===== config.mk =====
export PLATFORM = sky130hd
export DESIGN_NAME = mdr_mem_unit_flat
export DESIGN_NICKNAME = d
export VERILOG_FILES = /design/src/rtl/mdr_mem_unit_if.sv /design/src/rtl/mdr_mem_unit.sv /design/src/flat_wrapper.sv
export SDC_FILE = /design/constraint.sdc
export NUM_CORES = 1
export LEC_CHECK = 0
export ABC_AREA = 0
export CAP_MARGIN = 20
export CORE_MARGIN = 4
export CORE_UTILIZATION = 39
export CTS_CLUSTER_SIZE = 12
export DETAILED_ROUTE_END_ITERATION = 10
export PLACE_DENSITY = 0.77
export SLEW_MARGIN = 40
export SYNTH_ARGS = -nofsm -noshare
export SYNTH_HDL_FRONTEND = slang
export SYNTH_SLANG_ARGS = --single-unit

===== constraint.sdc =====
create_clock -name clock -period 2.75 [get_ports clock]
set_input_delay 0.4125 -clock clock [delete_from_list [all_inputs] [get_ports clock]]
set_output_delay 0.4125 -clock clock [all_outputs]
set_load 0.02 [all_outputs]

===== src/rtl/mdr_mem_unit_if.sv =====
// mdr_mem_unit_if
//   Bundles the internal-bus side and the memory side of the MDR stage.
//   The "slave" modport is the MDR unit's view. The "master" modport is the
//   view of the surrounding datapath/memory that drives requests and
//   returns acks.
//   Signals:
//     BusMuxOut  internal bus value (load source for MDRin)
//     MDRin      load MDR from BusMuxOut
//     Read       request memory read into MDR
//     Write      request memory write of MDR
//     mar_addr   address from MAR, sampled when a request is accepted
//     mem_rdata  memory read data, valid with mem_ack
//     mem_ack    memory completion strobe
//     mem_addr   registered memory address
//     mem_wdata  registered write data
//     mem_rd     read strobe
//     mem_wr     write strobe
//     busy       transaction outstanding
//     done       one-cycle completion pulse
//     error      sticky timeout flag
//     MDR_q      MDR contents
interface mdr_mem_unit_if #(
  parameter int DATA_W = 32,
  parameter int ADDR_W = 9
);
  logic [DATA_W-1:0] BusMuxOut;
  logic              MDRin;
  logic              Read;
  logic              Write;
  logic [ADDR_W-1:0] mar_addr;
  logic [DATA_W-1:0] mem_rdata;
  logic              mem_ack;
  logic [ADDR_W-1:0] mem_addr;
  logic [DATA_W-1:0] mem_wdata;
  logic              mem_rd;
  logic              mem_wr;
  logic              busy;
  logic              done;
  logic              error;
  logic [DATA_W-1:0] MDR_q;

  modport slave (
    input  BusMuxOut, MDRin, Read, Write, mar_addr, mem_rdata, mem_ack,
    output mem_addr, mem_wdata, mem_rd, mem_wr, busy, done, error, MDR_q
  );

  modport master (
    output BusMuxOut, MDRin, Read, Write, mar_addr, mem_rdata, mem_ack,
    input  mem_addr, mem_wdata, mem_rd, mem_wr, busy, done, error, MDR_q
  );
endinterface


===== src/rtl/mdr_mem_unit.sv =====
// mdr_mem_unit
//   Memory Data Register stage with a single-outstanding memory handshake.
//   MDR is loaded either from the internal bus (MDRin) or from memory (Read),
//   and memory writes are driven from MDR (Write). A wait-state counter
//   aborts a transaction with a sticky error if mem_ack never arrives.
//   Ports:
//     clock  system clock, rising edge
//     clear  asynchronous active-high reset
//     bus    mdr_mem_unit_if.slave, request/memory handshake and MDR output
//   All interface outputs come straight from registers.
module mdr_mem_unit #(
  parameter int DATA_W  = 32,
  parameter int ADDR_W  = 9,
  parameter int TIMEOUT = 15
) (
  input  logic           clock,
  input  logic           clear,
  mdr_mem_unit_if.slave  bus
);

  localparam int CNT_W = $clog2(TIMEOUT + 1);
  localparam logic [CNT_W-1:0] CNT_LAST = CNT_W'(TIMEOUT - 1);

  typedef enum logic [1:0] {
    IDLE    = 2'd0,
    RD_WAIT = 2'd1,
    WR_WAIT = 2'd2
  } state_t;

  state_t            state_reg;
  logic [CNT_W-1:0]  cnt_reg;
  logic [DATA_W-1:0] mdr_reg;
  logic [ADDR_W-1:0] addr_reg;
  logic [DATA_W-1:0] wdata_reg;
  logic              rd_reg;
  logic              wr_reg;
  logic              busy_reg;
  logic              done_reg;
  logic              error_reg;

  always_ff @(posedge clock or posedge clear) begin
    if (clear) begin
      state_reg <= IDLE;
      cnt_reg   <= '0;
      mdr_reg   <= '0;
      addr_reg  <= '0;
      wdata_reg <= '0;
      rd_reg    <= 1'b0;
      wr_reg    <= 1'b0;
      busy_reg  <= 1'b0;
      done_reg  <= 1'b0;
      error_reg <= 1'b0;
    end else begin
      // done is a single-cycle pulse; only the ack branches raise it.
      done_reg <= 1'b0;
      case (state_reg)
        IDLE: begin
          if (bus.Read) begin
            // Read wins over MDRin: MDR will be overwritten by memory data.
            addr_reg  <= bus.mar_addr;
            rd_reg    <= 1'b1;
            busy_reg  <= 1'b1;
            error_reg <= 1'b0;
            cnt_reg   <= '0;
            state_reg <= RD_WAIT;
          end else if (bus.Write) begin
            // Write data is the MDR value before any same-edge bus load.
            addr_reg  <= bus.mar_addr;
            wdata_reg <= mdr_reg;
            wr_reg    <= 1'b1;
            busy_reg  <= 1'b1;
            error_reg <= 1'b0;
            cnt_reg   <= '0;
            state_reg <= WR_WAIT;
            if (bus.MDRin) begin
              mdr_reg <= bus.BusMuxOut;
            end
          end else if (bus.MDRin) begin
            mdr_reg <= bus.BusMuxOut;
          end
        end

        RD_WAIT: begin
          if (bus.mem_ack) begin
            mdr_reg   <= bus.mem_rdata;
            rd_reg    <= 1'b0;
            busy_reg  <= 1'b0;
            done_reg  <= 1'b1;
            state_reg <= IDLE;
          end else if (cnt_reg == CNT_LAST) begin
            rd_reg    <= 1'b0;
            busy_reg  <= 1'b0;
            error_reg <= 1'b1;
            state_reg <= IDLE;
          end else begin
            // Increment stops at CNT_LAST, so the counter never wraps.
            cnt_reg <= cnt_reg + 1'b1;
          end
        end

        WR_WAIT: begin
          if (bus.mem_ack) begin
            wr_reg    <= 1'b0;
            busy_reg  <= 1'b0;
            done_reg  <= 1'b1;
            state_reg <= IDLE;
          end else if (cnt_reg == CNT_LAST) begin
            wr_reg    <= 1'b0;
            busy_reg  <= 1'b0;
            error_reg <= 1'b1;
            state_reg <= IDLE;
          end else begin
            cnt_reg <= cnt_reg + 1'b1;
          end
        end

        default: begin
          // Unreachable encoding: drop back to a quiet idle.
          rd_reg    <= 1'b0;
          wr_reg    <= 1'b0;
          busy_reg  <= 1'b0;
          state_reg <= IDLE;
        end
      endcase
    end
  end

  assign bus.mem_addr  = addr_reg;
  assign bus.mem_wdata = wdata_reg;
  assign bus.mem_rd    = rd_reg;
  assign bus.mem_wr    = wr_reg;
  assign bus.busy      = busy_reg;
  assign bus.done      = done_reg;
  assign bus.error     = error_reg;
  assign bus.MDR_q     = mdr_reg;

endmodule


===== src/flat_wrapper.sv =====
// flat-port wrapper written by rule: the top's interface ports become plain ports
module mdr_mem_unit_flat 
#(
  parameter int DATA_W  = 32,
  parameter int ADDR_W  = 9,
  parameter int TIMEOUT = 15
)
  (clock, clear, bus_BusMuxOut, bus_MDRin, bus_Read, bus_Write, bus_mar_addr, bus_mem_rdata, bus_mem_ack, bus_mem_addr, bus_mem_wdata, bus_mem_rd, bus_mem_wr, bus_busy, bus_done, bus_error, bus_MDR_q);
  mdr_mem_unit_if #(.DATA_W(DATA_W), .ADDR_W(ADDR_W)) bus_i ();
  input  logic clock;
  input  logic clear;
  input wire logic [$bits(bus_i.BusMuxOut)-1:0] bus_BusMuxOut;
  input wire logic [$bits(bus_i.MDRin)-1:0] bus_MDRin;
  input wire logic [$bits(bus_i.Read)-1:0] bus_Read;
  input wire logic [$bits(bus_i.Write)-1:0] bus_Write;
  input wire logic [$bits(bus_i.mar_addr)-1:0] bus_mar_addr;
  input wire logic [$bits(bus_i.mem_rdata)-1:0] bus_mem_rdata;
  input wire logic [$bits(bus_i.mem_ack)-1:0] bus_mem_ack;
  output wire logic [$bits(bus_i.mem_addr)-1:0] bus_mem_addr;
  output wire logic [$bits(bus_i.mem_wdata)-1:0] bus_mem_wdata;
  output wire logic [$bits(bus_i.mem_rd)-1:0] bus_mem_rd;
  output wire logic [$bits(bus_i.mem_wr)-1:0] bus_mem_wr;
  output wire logic [$bits(bus_i.busy)-1:0] bus_busy;
  output wire logic [$bits(bus_i.done)-1:0] bus_done;
  output wire logic [$bits(bus_i.error)-1:0] bus_error;
  output wire logic [$bits(bus_i.MDR_q)-1:0] bus_MDR_q;
  assign bus_i.BusMuxOut = bus_BusMuxOut;
  assign bus_i.MDRin = bus_MDRin;
  assign bus_i.Read = bus_Read;
  assign bus_i.Write = bus_Write;
  assign bus_i.mar_addr = bus_mar_addr;
  assign bus_i.mem_rdata = bus_mem_rdata;
  assign bus_i.mem_ack = bus_mem_ack;
  assign bus_mem_addr = bus_i.mem_addr;
  assign bus_mem_wdata = bus_i.mem_wdata;
  assign bus_mem_rd = bus_i.mem_rd;
  assign bus_mem_wr = bus_i.mem_wr;
  assign bus_busy = bus_i.busy;
  assign bus_done = bus_i.done;
  assign bus_error = bus_i.error;
  assign bus_MDR_q = bus_i.MDR_q;
  mdr_mem_unit #(.DATA_W(DATA_W), .ADDR_W(ADDR_W), .TIMEOUT(TIMEOUT)) u_core (.clock(clock), .clear(clear), .bus(bus_i));
endmodule

==> metrics <==
post-synthesis mux area share=0.323; share of flip-flops with an asynchronous set or reset=1.00; Required @ worst endpoint=about 3.0 ns; Mapped Area=0.00379 mm²; Leak=2.33 nW; Post-CTS Hold Fix Bufs=0; CTS Sinks=84; number of hold violations in the final report=0; DRT antenna net count=0; Starting Density=0.405; synthesized area per cell=approximately 15 µm²; die area=~0.011 mm²; crit path max fanout=21; cells after synthesis=roughly 260; Post-synth EDFFs=0; DRC violations left=0; CP Capture Type=flop; max-slew violation count=0; Reg clk slew, reported paths=approximately 0.08 ns; syn_nets=about 340; P per Cell Area=~1200 mW/mm²; RR Startpoint=u_core.state_reg[0]; ys flop type=dfrtp_1; Synth cell types=34; Max-Cap Viols=0; P&R area growth vs syn=50.8%; CTS root buffer=clkbuf_8; TritonCTS Buffers=9; row count=35; ant diodes=0; CTS Buffer Depth=2; area of the multi-input gates=between 0.0015 and 0.002 mm²; DP Wirelength=around 6700 µm; Slew @ Worst Pin=0.700 ns; commonest non-fill, non-tap cell in the layout=clkdlybuf4s50_1; adder-cell share of the synthesized area=0.0231; vias in the first global route=approximately 2900; Detailed Route Iter0 Violations=57; Setup CP Type=flop to flop; share of layout cells above drive strength 1=0.311; Pre-Repair DR Iteration Count=4; status=completed; Compound-Gate Fraction of Synth Area=0.0313; Die Span Y=107 µm; global-route wire length before repair=between 10000 and 15000 µm; register area=between 0.002 and 0.0025 mm²; simple-gate share of the synthesized area=0.0452; Design Area, Final=between 0.005 and 0.006 mm²; register area share after synthesis=0.554; crit path time final=between 2 and 2.5 ns; TritonCTS clock tree=yes; total wire length=approximately 9000 µm; Nets=506; Arr. time, crit path=2.27 ns; YS warnings=0; gr usage total=0.154; Synth Register Bits=84; remaining global-route overflow=0; Post-Place Setup Slack=0.492 ns; initial antenna violation count=0; slack of the critical path=between 0.7 and 0.8 ns; chip width=about 110 µm; Post CTS Setup Buffer Count=0; via count=~2700; Clk Latency, worst-skew pair=around 0.34 ns; drt wl/cell=around 16 µm; final setup vio count=0; pin count of the biggest net entering global routing=47; post-CTS sizing=0; RSZ-0062 raised after global routing=no; IR drop worst, VDD=approximately 0.00068 V; Fillers=roughly 770; Post-Synth XOR/XNOR Area=0; clock skew=roughly 0.010 ns; crit path launch=u_core.state_reg[0]; number of I/O pins=roughly 160; most frequent cells in the layout=156 x clkdlybuf4s50_1, 105 x mux2_2, 84 x dfrtp_1, 9 x clkbuf_8, 6 x ha_1; worst slew margin relative to its limit=0.533; number of port buffers=156; Setup TNS=0 ns; largest family of logic cells by synthesized area=multiplexers; Max Clock Freq=approximately 490 MHz; final critical-path share of the clock period=0.743; Worst Hold Class=input pin to async pin; H-tree depth=3; CP Launch Type=flop; CORE AREA=around 0.0094 mm²; vias per cell=slightly below 5; routability congestion estimate from global placement=between 0.7 and 0.8; Placement Cell Area=roughly 0.0055 mm²
-- metrics by stage --
stage	power [mW]	std cells	utilization	hold WS [ns]
detailed placement	6.02	538	0.588	0.487
floorplan	4.36	258	-	0.491
CTS	6.99	554	0.611	0.483
global placement	5.91	538	0.588	0.486
finish	6.89	554	0.611	0.467
global route	7.28	554	0.611	0.521
-- Yosys cell counts, types with 2 or more instances --
library cell,count,area share
mux2_2,105,0.31
dfrtp_1,84,0.55
ha_1,7,0.023
buf_2,6,0.0079
inv_1,5,0.0049
nand2b_1,5,0.0082
nor2b_1,4,0.0066
o21ai_0,4,0.0053
a2bb2oi_1,3,0.0069
buf_6,3,0.0089
nand2_1,3,0.0030
clkbuf_1,2,0.0020
mux2_1,2,0.0059
mux2i_1,2,0.0053
nand3_1,2,0.0026
nor2_1,2,0.0020
nor4_1,2,0.0033
-- where the power goes --
| group | internal, mW | switching [mW] | leakage [nW] | total, mW |
|---|---|---|---|---|
| Combinational | 2.01 | 1.72 | 1.22 | 3.72 |
| Sequential | 1.85 | 0.364 | 1.00 | 2.22 |
| Clock | 0.512 | 0.433 | 0.102 | 0.945 |
| Total | 4.37 | 2.51 | 2.33 | 6.89 |
-- final timing paths --
check / end / slack, ns / depth (start not counted)
min in group clock: u_core.bus.mem_wdata[18] / 0.50 / 1
min reg2reg: u_core.bus.mem_wdata[18] / 0.50 / 1
max reg2reg: u_core.bus.MDR_q[24] / 0.71 / 6
min: u_core.bus.mem_wdata[1] / 0.47 / 2
max in group asynchronous: u_core.bus.MDR_q[8] / 1.60 / 3
max: u_core.bus.MDR_q[24] / 0.71 / 6
-- final cells by class --
class / count / share of cell area
Tap cell: 129 / 0.0282
Multi-Input combinational cell: 158 / 0.280
Clock buffer: 10 / 0.0223
Clock inverter: 6 / 0.0155
Sequential cell: 84 / 0.367
Timing Repair Buffer: 162 / 0.283
Inverter: 5 / 0.00350
-- kinds of logic after synthesis --
family,count (synthesis)
AO/OA/AOI/OAI,15
adder cells (fa/ha/maj),7
buffers and inverters,16
flip-flops,84
multiplexers,109
AND/OR/NAND/NOR,27
-- per-layer routing --
layer,global-route usage,share of wire,up-vias
li1,-,-,1263
met1,0.184,0.42,1330
met2,0.256,0.47,108
met3,0.0614,0.10,6
met4,0.0447,0.0066,0
met5,0,0,-
-- critical path: stages, from the launching register on --
cell and delay [ns]:
dfrtp_1 0.41, inv_1 0.10, ha_1 0.28, and2_1 0.22
nor3_4 0.20, buf_4 0.32, mux2_2 0.38
Power figures use the tool's default switching activity.
==> RTL edit 1 (config.mk and constraints unchanged) <==
`ADDR_W` is set to 9 in 3 places; all go to 7.
--- a/src/rtl/mdr_mem_unit_if.sv
+++ b/src/rtl/mdr_mem_unit_if.sv
@@ -21,7 +21,7 @@
 //     MDR_q      MDR contents
 interface mdr_mem_unit_if #(
   parameter int DATA_W = 32,
-  parameter int ADDR_W = 9
+  parameter int ADDR_W = 7
 );
   logic [DATA_W-1:0] BusMuxOut;
   logic              MDRin;
--- a/src/rtl/mdr_mem_unit.sv
+++ b/src/rtl/mdr_mem_unit.sv
@@ -10,7 +10,7 @@
 //   All interface outputs come straight from registers.
 module mdr_mem_unit #(
   parameter int DATA_W  = 32,
-  parameter int ADDR_W  = 9,
+  parameter int ADDR_W  = 7,
   parameter int TIMEOUT = 15
 ) (
   input  logic           clock,
--- a/src/flat_wrapper.sv
+++ b/src/flat_wrapper.sv
@@ -2,7 +2,7 @@
 module mdr_mem_unit_flat 
 #(
   parameter int DATA_W  = 32,
-  parameter int ADDR_W  = 9,
+  parameter int ADDR_W  = 7,
   parameter int TIMEOUT = 15
 )
   (clock, clear, bus_BusMuxOut, bus_MDRin, bus_Read, bus_Write, bus_mar_addr, bus_mem_rdata, bus_mem_ack, bus_mem_addr, bus_mem_wdata, bus_mem_rd, bus_mem_wr, bus_busy, bus_done, bus_error, bus_MDR_q);
Ports: changed (resized bus_mar_addr and bus_mem_addr); port bits go from 157 to 153. No check against the original RTL was run, so the function may have changed too.
==> RTL edit 1 against the original RTL <==
- design area is 2.0% lower
- sequential share of layout area is 0.13 points lower
- count of clock-buffer cells in the layout is 2 higher
- non-clock buffer count is 3 lower
- combinational power is 2% lower
- synthesized area is 2.0% lower
- worst setup slack worse by 0.13 ns
- routed wire length is 0.53% lower
- sequential power is 2% lower
- critical path type unchanged
- power is 2.7% lower
- largest power group unchanged
- sequential cell count is 2 lower
==> RTL edit 1: results (changes against the original RTL) <==
Outcome
  • Status: completed (unchanged)

Power
  • Switching Fraction: 36.7% (was 36.5%)
  • Reg power frac: 32.4% (was 32.2%)
  • P_sw: 2460 uW (was 2510 uW)

Global route
  • Largest net degree at the start of global routing: 39 (was 47)
  • Vias in the first global route: 2850 (was 2859)
  • First-pass GRT wire length: 14500 microns (was 14000 microns)
  • Met1 Use GR: 20.2% (was 18.4%)

Place
  • Placed cell count: 531 (was 538)
  • Placed inst area: 5410 sq um (was 5510 sq um)
  • Final RePlAce weighted congestion: 0.758 (was 0.741)

STA
  • Hold Slack: 0.441 ns (was 0.467 ns)

Final layout
  • Layout Cells excl Fill: 547 (was 554)
  • Multi-input gates: 156 (was 158)
  • Seq/total area: 36.6% (was 36.7%)
  • Nets: 497 (was 506)
  • Fraction of layout cells with a size suffix above 1: 30.9% (was 31.1%)

Logic synthesis
  • Avg Synthesized Cell Area: 14.6 sq um (was 14.7 sq um)
  • Synth Net Count: 338 (was 344)
  • Sequential area share after synthesis: 55.2% (was 55.4%)
  • Mux share of post-synthesis cell area: 32.3% (about the same)
  • Synth Instances: 254 (was 258)
  • Synth Area in Adders: 2.36% (was 2.31%)

Worst setup path
  • Flop-to-flop setup slack: 0.58 ns (was 0.71 ns)
  • CP max-delay cell: ha_2 (was dfrtp_1)
  • Reg2reg end: u_core.bus.MDR_q[20]$_DFFE_PP0P_ (was u_core.bus.MDR_q[24]$_DFFE_PP0P_)
  • CP max stage delay: 0.52 ns (was 0.41 ns)
  • Critical R2R Launch: u_core.state_reg[1]$_DFFE_PP0P_ (was u_core.state_reg[0]$_DFFE_PP0P_)
  • CP max FO: 19 (was 21)

Routing
  • Routed wire length on met3: 648 microns (was 893 microns)
  • Met2 WL post-DR: 4380 microns (was 4230 microns)
  • WL final: 8890 microns (was 8940 microns)
  • Metal-1 WL: 3760 microns (was 3750 microns)

CTS
  • Sink Count: 82 (was 84)
RTL edit 1: changes by cell type after synthesis:
cell	delta
o21ai_2	-1
o21ai_1	+1
dfrtp_1	-2
mux2_2	-2
RTL edit 1: how the worst max path moves through the flow:
stage	endpoint	from	slack [ns]	depth (start not counted)
after floorplan	u_core.bus.MDR_q[0]$_DFFE_PP0P_	clear	0.23	1
after global placement	u_core.bus.MDR_q[26]$_DFFE_PP0P_	u_core.state_reg[1]$_DFFE_PP0P_	0.58	6
after detailed placement	u_core.bus.MDR_q[20]$_DFFE_PP0P_	u_core.state_reg[1]$_DFFE_PP0P_	0.56	6
after CTS	u_core.bus.MDR_q[20]$_DFFE_PP0P_	u_core.state_reg[1]$_DFFE_PP0P_	0.55	6
after global routing	u_core.bus.MDR_q[19]$_DFFE_PP0P_	u_core.state_reg[1]$_DFFE_PP0P_	0.44	6
final	u_core.bus.MDR_q[20]$_DFFE_PP0P_	u_core.state_reg[1]$_DFFE_PP0P_	0.58	6
